**src/rtl/systolic_feeder_pkg.sv**
```systemverilog
// Shared constants, matrix/skew types and the controller state encoding
// for the 4x4 systolic array front end.
package systolic_pkg;

  localparam int N            = 4;
  localparam int DATA_W       = 8;
  localparam int ACC_W        = 16;
  localparam int DRAIN_CYCLES = 4;

  // Each array input port is a 2N-1 deep skew line; only element 0 is fed.
  localparam int SKEW_W       = 2 * N - 1;
  // Feed cycles run cnt = 0 .. 2N-2 so the last diagonal reaches lane N-1.
  localparam int FEED_LAST    = 2 * N - 2;
  localparam int CAPTURE_AT   = FEED_LAST + DRAIN_CYCLES;
  localparam int CNT_W        = $clog2(CAPTURE_AT + 1);
  localparam int LANE_W       = $clog2(N);

  typedef logic [N-1:0][DATA_W-1:0]             vec8_t;
  typedef logic [N-1:0][N-1:0][DATA_W-1:0]      mat8_t;
  typedef logic [N-1:0][N-1:0][ACC_W-1:0]       mat16_t;
  typedef logic [N-1:0][SKEW_W-1:0][DATA_W-1:0] skew_t;
  typedef logic [CNT_W-1:0]                     cnt_t;
  typedef logic [LANE_W-1:0]                    lane_t;

  typedef enum logic [1:0] {
    IDLE  = 2'd0,
    FEED  = 2'd1,
    DRAIN = 2'd2,
    HOLD  = 2'd3
  } feeder_state_t;

endpackage

```
**src/rtl/systolic_feeder_skew_lane.sv**
```systemverilog
// Combinational lane selector: lane L emits vec[cnt-L] while that index
// lies inside the operand vector, producing the diagonal skew.
module skew_lane
  import systolic_pkg::*;
(
  input  logic              en,
  input  lane_t             lane,
  input  vec8_t             vec,
  input  cnt_t              cnt,
  output logic [DATA_W-1:0] data
);

  cnt_t offset;

  // Pick the operand whose index equals cnt minus the lane number, else zero
  always_comb begin
    data   = '0;
    offset = cnt - cnt_t'(lane);
    if (en && (cnt >= cnt_t'(lane)) && (offset <= cnt_t'(N - 1))) begin
      data = vec[offset[LANE_W-1:0]];
    end
  end

endmodule

```
**src/rtl/systolic_feeder.sv**
```systemverilog
// Front-end controller: accepts A and B, streams them skewed into the
// systolic array, waits for the drain and returns C as an accumulator delta.
module systolic_feeder
  import systolic_pkg::*;
(
  input  logic   i_clk,
  input  logic   i_srst,
  input  mat8_t  i_a_mat,
  input  mat8_t  i_b_mat,
  input  logic   i_valid,
  output logic   o_ready,
  output skew_t  o_row,
  output skew_t  o_col,
  input  mat16_t i_c,
  output mat16_t o_result,
  output logic   o_result_valid,
  input  logic   i_result_ready
);

  feeder_state_t state;
  feeder_state_t state_next;
  cnt_t          cnt;
  mat8_t         a_reg;
  mat8_t         b_reg;
  mat16_t        baseline;
  logic          feed_en;
  mat8_t         col_vec;
  vec8_t         row_byte;
  vec8_t         col_byte;

  // State register; reset returns to IDLE and abandons any job in flight
  always_ff @(posedge i_clk) begin
    if (i_srst) begin
      state <= IDLE;
    end else begin
      state <= state_next;
    end
  end

  // Next-state decode plus the handshake and feed-enable outputs
  always_comb begin
    state_next     = state;
    o_ready        = 1'b0;
    o_result_valid = 1'b0;
    feed_en        = 1'b0;
    case (state)
      IDLE: begin
        o_ready = 1'b1;
        if (i_valid) begin
          state_next = FEED;
        end
      end
      FEED: begin
        feed_en = 1'b1;
        if (cnt == cnt_t'(FEED_LAST)) begin
          state_next = DRAIN;
        end
      end
      DRAIN: begin
        if (cnt == cnt_t'(CAPTURE_AT)) begin
          state_next = HOLD;
        end
      end
      HOLD: begin
        o_result_valid = 1'b1;
        if (i_result_ready) begin
          state_next = IDLE;
        end
      end
      default: state_next = IDLE;
    endcase
  end

  // Operand capture, baseline snapshot, cycle counter and result delta.
  // The baseline is taken in IDLE where the array only sees zeros, so the
  // delta after the drain is exactly this job's contribution, mod 2^ACC_W.
  always_ff @(posedge i_clk) begin
    if (i_srst) begin
      cnt      <= '0;
      a_reg    <= '0;
      b_reg    <= '0;
      baseline <= '0;
      o_result <= '0;
    end else begin
      case (state)
        IDLE: begin
          if (i_valid) begin
            a_reg    <= i_a_mat;
            b_reg    <= i_b_mat;
            baseline <= i_c;
            cnt      <= '0;
          end
        end
        FEED: begin
          cnt <= cnt + cnt_t'(1);
        end
        DRAIN: begin
          cnt <= cnt + cnt_t'(1);
          if (cnt == cnt_t'(CAPTURE_AT)) begin
            for (int i = 0; i < N; i++) begin
              for (int j = 0; j < N; j++) begin
                o_result[i][j] <= i_c[i][j] - baseline[i][j];
              end
            end
          end
        end
        default: ;
      endcase
    end
  end

  // Rows take A[i][*] directly; columns need B transposed into B[*][j].
  for (genvar g = 0; g < N; g++) begin : g_lane
    for (genvar k = 0; k < N; k++) begin : g_colvec
      assign col_vec[g][k] = b_reg[k][g];
    end

    skew_lane u_row_lane (
      .en   (feed_en),
      .lane (lane_t'(g)),
      .vec  (a_reg[g]),
      .cnt  (cnt),
      .data (row_byte[g])
    );

    skew_lane u_col_lane (
      .en   (feed_en),
      .lane (lane_t'(g)),
      .vec  (col_vec[g]),
      .cnt  (cnt),
      .data (col_byte[g])
    );

    assign o_row[g][0]          = row_byte[g];
    assign o_row[g][SKEW_W-1:1] = '0;
    assign o_col[g][0]          = col_byte[g];
    assign o_col[g][SKEW_W-1:1] = '0;
  end

endmodule

```
**config.mk**
```make
export PLATFORM = sky130hd
export DESIGN_NAME = systolic_feeder
export DESIGN_NICKNAME = d
export VERILOG_FILES = /design/src/rtl/systolic_feeder_pkg.sv /design/src/rtl/systolic_feeder_skew_lane.sv /design/src/rtl/systolic_feeder.sv
export SDC_FILE = /design/constraint.sdc
export NUM_CORES = 2
export LEC_CHECK = 0
export CORE_AREA = 5 5 469 471
export CTS_CLUSTER_SIZE = 8
export DETAILED_ROUTE_END_ITERATION = 8
export DIE_AREA = 0 0 474 476
export GPL_TIMING_DRIVEN = 0
export PLACE_DENSITY = 0.54
export SLEW_MARGIN = 20
export SYNTH_ARGS = -nofsm -noshare
export SYNTH_HDL_FRONTEND = slang
export SYNTH_HIERARCHICAL = 1
export SYNTH_SLANG_ARGS = --single-unit
```
**constraint.sdc**
```tcl
create_clock -name i_clk -period 2.6 [get_ports i_clk]
set_clock_uncertainty 0.2 [all_clocks]
set_input_delay 0.52 -clock i_clk [delete_from_list [all_inputs] [get_ports i_clk]]
set_output_delay 0.52 -clock i_clk [all_outputs]
set_load 0.02 [all_outputs]
```
* Yosys cells after proc, flatten, opt, wreduce, memory -nomap -nowiden
Cells that the tools add are included.
Widths: inputs -> output; s select.
** Storage, ports and cells
- Flip-flop bits (word level) :: 774
- Bits in latches :: 0
- RAM bits :: 0
- ROM bits :: 0
- Bits of input ports :: 516
- Output and inout bits :: 706
- Memories kept :: 0
** Operators by class
- Add/subtract/negate cells :: 20
- Multiply operators :: 0
- Div/mod/pow operators :: 0
- $lt $le $gt $ge :: 12
- Equal/unequal tests :: 9
- Shift-type cells :: 0
- Mux-type cells :: 34
- Bitwise logic cells :: 0
- Reduce and logical (&&, ||, !) cells :: 15
** Operators by type and width (number)
- $sub 16x16->16 :: 16
- $bmux 8 s2 :: 8
- $mux 8 :: 16
- $le 4x2->1 const B :: 4
- $lt 2x3->1 const B :: 4
- $ge 4x1->1 const B :: 2
- $ge 4x2->1 const B :: 2
- $logic_and 1x1->1 :: 8
- $mux 2 :: 4
- $ne 2x2->1 const B :: 4
- $pmux 2 s4 :: 1
- $pmux 4 s2 :: 1
- $sub 4x2->4 const B :: 2
- $reduce_and 2->1 :: 3
- $add 4x1->4 const B :: 1
- $eq 2x2->1 const B :: 2
- $eq 4x3->1 const B :: 1
- $eq 4x4->1 const B :: 1
- $mux 4 :: 1
- $reduce_and 4->1 :: 1
- $sub 4x1->4 const B :: 1
- $mux 1 :: 3
- $eq 2x1->1 const B :: 1
- $logic_not 2->1 :: 1
- other kinds (2) :: 2

* Longest topological paths before layout
- Depth in word-level cells :: 5
- Gate-level depth with buffers :: 11
- Gate-level depth less buffers :: 10

* Cells and area by module
Netlist, hierarchy kept.
** By module, submodules not included
- systolic_feeder :: times used 1, cells each 5470, area each 41572.4 µm²
- skew_lane at g_lane[0].u_col_lane ... :: times used 4, cells each 30, area each 399.1 µm²
- skew_lane at g_lane[2].u_col_lane ... :: times used 4, cells each 29, area each 361.6 µm²

* Worst setup path after synthesis
Ideal clock, no wire load.
- Path kind :: register to output
- From :: register cnt[1]
- To :: output port o_col[56] (netlist name)
- Arrival :: 2.480 ns
- Required time :: 1.880 ns
- Slack :: -0.600 ns
- Cell stages (with the launch flop) :: 5
- Cells stage by stage :: dfxtp_1 > fa_1 > clkbuf_2 > mux4_2 > nor4b_1
** RTL lines
- start, declared :: RTL line systolic_feeder.sv:22 : cnt_t cnt;
- start signal, assigned :: RTL line systolic_feeder.sv:95 : cnt <= cnt + cnt_t'(1);
- start signal, assigned :: RTL line systolic_feeder.sv:98 : cnt <= cnt + cnt_t'(1);
- end, declared :: RTL line systolic_feeder.sv:13 : output skew_t o_col,

==> key figures <==
Outcome
  – Outcome: finished, violations left
  – Failing checks: negative setup slack

Setup path
  – CP Cell Sequence: buf_4, inv_4, ha_4, inv_1, fa_2, buf_12, mux4_2, nor2b_4, buf_6
  – CP Buf/Inv Count: 5
  – CP Data Required Time: roughly 1.9 ns
  – CP max stage cell: fa_2
  – Startpoint class of the critical path: register
  – Largest delay contributor family on the critical path: adder cells
  – Peak per-stage delay on the critical path: 0.68 ns
  – CP arrival: ~3 ns
  – CP max FO: 7
  – Crit Path Category: reg2out
  – Setup crit end kind: output pin

Floorplanning
  – Row count: between 150 and 200
  – IO Count: between 1,000 and 1,500
  – Initial core utilization: between 20% and 30%
  – Die Span Y: ~480 um
  – Die X: approximately 470 um
  – Die Area: roughly 0.23 sq mm
  – CORE AREA: 0.2157 sq mm

Route
  – Via Count: roughly 45,000
  – 1st-iter DRT viols: between 2,000 and 3,000
  – Total iterations of the first detailed-routing run: 6
  – Routed Antenna Nets: 0
  – Drt wl/cell: between 20 and 25 um
  – Post-DR vias/cell: 4.489
  – Post-route DRC: 0
  – Final WL: 243.0 mm

STA
  – Clock period minus worst slack: 3.707 ns
  – Setup ws final: -1.107 ns
  – Final hold vios: 0
  – Post-route clock period utilization: 142.6%
  – Max-slew headroom: a little over 30%
  – Final setup TNS: -86.16 ns
  – Tightest Pin Transition: ~1.0 ns
  – RSZ-0062 raised after global routing: yes
  – Final hold slack: slightly below 0.1 ns
  – Setup violators final: slightly below 400
  – Fmax: approximately 270 MHz
  – Max-slew violation count: 0

Synthesis
  – Synth Area in Compound Gates: between 10% and 20%
  – Top-area cell type share of the netlist area: around a third
  – Synth Area in Simple Gates: between 20% and 30%
  – Cell Area, Synth: around 0.045 sq mm
  – Post-synth ARST share: 0%
  – Dominant cell by count in the synthesized netlist: nand2_1
  – Yosys cell types: 80
  – Adder-Cell Fraction of Synth Area: under 10%
  – Post-synth top cells: nand2_1, a21oi_1, dfxtp_1, buf_4, inv_1
  – Post-synthesis xor/xnor area fraction: between 2 and 2.5%
  – Sequential fraction of the synthesis area: 34.73%
  – Top_reg_cell synth: dfxtp_1
  – Cell count after synthesis: around 5,700
  – Ys Warns: 6
  – Largest family of logic cells by synthesized area: simple AND/OR/NAND/NOR gates
  – FF+latch count, synth: a little under 800
  – Largest area contributor in the netlist: dfxtp_1
  – Dominant cells by area after synthesis: dfxtp_1, nand2_1, a21oi_1, ha_1, buf_4
  – Avg Cell Area, Syn: 7.819 sq um
  – Number of flops mapped to enable cells by yosys: 0
  – Post-synthesis mux area share: approximately 3.4%

Cells and area
  – Share of layout cells above drive strength 1: 16.28%
  – Final std cell area, no fill: between 0.06 and 0.07 sq mm
  – Finished Layout Cells: 10,140
  – Area growth syn-to-layout: 46.80%
  – Largest regs: baseline: 256 flops, o_result: 256 flops
  – Nets: between 8,000 and 9,000

Placed design
  – Post-DP HPWL: ~190 mm
  – Port-buffer cells: 837
  – GP Congestion: between 0.9 and 1
  – Post-DP Area: roughly 0.06 sq mm
  – # placed instances: roughly 9,800

Power
  – Internal power: approximately 30 mW
  – Sw frac: a little under two fifths
  – Power share of the clock group: between 30% and 40%
  – Leakage: roughly 26 nW
  – Net Sw Power: roughly 18 mW
  – Worst ir drop on vdd: around 550 uV
  – Combinational power share: 39.6%
  – Tot Pwr: approximately 47 mW
  – Flop pwr share: 30.2%
  – Cell area power density: 717.9 mW/mm^2

Clock tree
  – CTS tree: done
  – Clock Pin Slew Worst Setup and Hold Paths: 0.06 ns
  – H-tree Lvls: 3
  – Skew-Pair Late Insertion Delay: around 0.76 ns
  – CTS Buffer Depth: 3
  – Num CTS Buffers: roughly 110
  – CTS Root Cell: clkbuf_16
  – CTS Sinks: approximately 770

Job
  – MaxCap Viol Count: 0

Global route
  – Gr usage total: 20.06%
  – Vias in the first global route: ~43,000
  – Grt ovf: 0
  – First-pass GRT wire length: roughly 320 mm
  – Initial antenna violation count: 97
  – Largest net degree at the start of global routing: 24

Hold path
  – Hold/Removal Path Class: in2reg
[power groups by stage]
stage / Clock [mW] / Sequential [mW] / Combinational [mW]
final: 14.2 / 14.2 / 18.6
after global routing: 15.0 / 14.4 / 20.3
after CTS: 14.6 / 14.2 / 17.8
after detailed placement: 0 / 14.5 / 16.9
after global placement: 0 / 14.4 / 16.7
after floorplan: 0 / 14.2 / 11.6
[final cells by class]
cell class                      instances  area (sq um)
Antenna cell                           50         125.1
Buffer                                664          4785
Clock buffer                          134          3008
Clock inverter                         10         186.4
Fill cell                           22860        150200
Inverter                              333          1277
Multi-Input combinational cell       4325         26790
Sequential cell                       774         15510
Tap cell                             2854          3571
Timing Repair Buffer                  991         10230
[per-layer routing]
metal	track usage [%]	routed length, um	up-vias
met1	24.62	101300	21610
met2	32.47	111800	1703
li1	-	-	21730
met4	9.688	11160	18
met5	0	118	-
met3	5.524	18560	430
[kinds of logic (layout without fill, tap and decap cells)]
group                    count (synthesis)  in the layout
XOR/XNOR                               104            104
adder cells (fa/ha/maj)                286            286
multiplexers                            70             70
buffers and inverters                 1005           2132
AO/OA/AOI/OAI                         1425           1425
flip-flops                             774            774
AND/OR/NAND/NOR                       2040           2040
other                                    2            450
[what timing repair did]
item	CTS	global route
gates resized for setup	519	449
endpoints found under the setup margin	963	916
endpoints found under the hold margin	0	3
buffers inserted	46	89
hold buffers	0	2
pin swaps	33	64
gates cloned	0	6
[stage by stage]
stage	utilization, %	setup WS, ns
2_1_floorplan	-	-0.05898
3_3_place_gp	27.19	-4.423
3_5_place_dp	27.40	-2.404
4_1_cts	29.43	-1.206
5_1_grt	30.35	-1.262
6_report	30.37	-1.107
[placed cells by master, fill, tap and decap left out, types with 34 or more instances in the layout]
master	n
nand2b_1	53
clkbuf_2	45
nor2b_1	50
a21oi_1	760
inv_1	322
buf_12	42
clkdlybuf4s50_1	768
dfxtp_1	766
clkbuf_1	151
ha_1	240
xor2_1	54
conb_1	400
o21ai_0	182
clkbuf_16	125
diode_2	50
or3_1	35
nor3_1	76
nor2_1	180
mux4_2	64
a211oi_1	53
nand2_1	1291
a21o_1	66
buf_4	491
nand3_1	117
o21a_1	72
xnor2_1	46
buf_6	76
o211ai_1	34
[path summary, 6_finish.rpt]
check	slack (ns)	depth (start not counted)	endpoint	startpoint
setup / recovery	-1.11	9	o_row[175]	cnt[0]$_SDFFE_PP0P_
hold / removal	0.1	4	o_result[224]$_SDFFE_PP0P_	i_c[224]
setup reg to reg	-0.21	13	o_result[38]$_SDFFE_PP0P_	cnt[0]$_SDFFE_PP0P_
hold reg to reg	0.25	2	o_result[178]$_SDFFE_PP0P_	o_result[178]$_SDFFE_PP0P_
[worst register-to-register path, stage by stage (launching register included)]
cell and delay [ns]:
dfxtp_4 0.41, buf_6 0.16, buf_6 0.12, inv_4 0.05, ha_4 0.14, nand2_4 0.08
nor3b_4 0.25, buf_12 0.15, buf_12 0.13, buf_16 0.14, clkbuf_8 0.19, buf_12 0.19
nand3_1 0.32, a21oi_1 0.24
(Power assumes the default switching activity.)
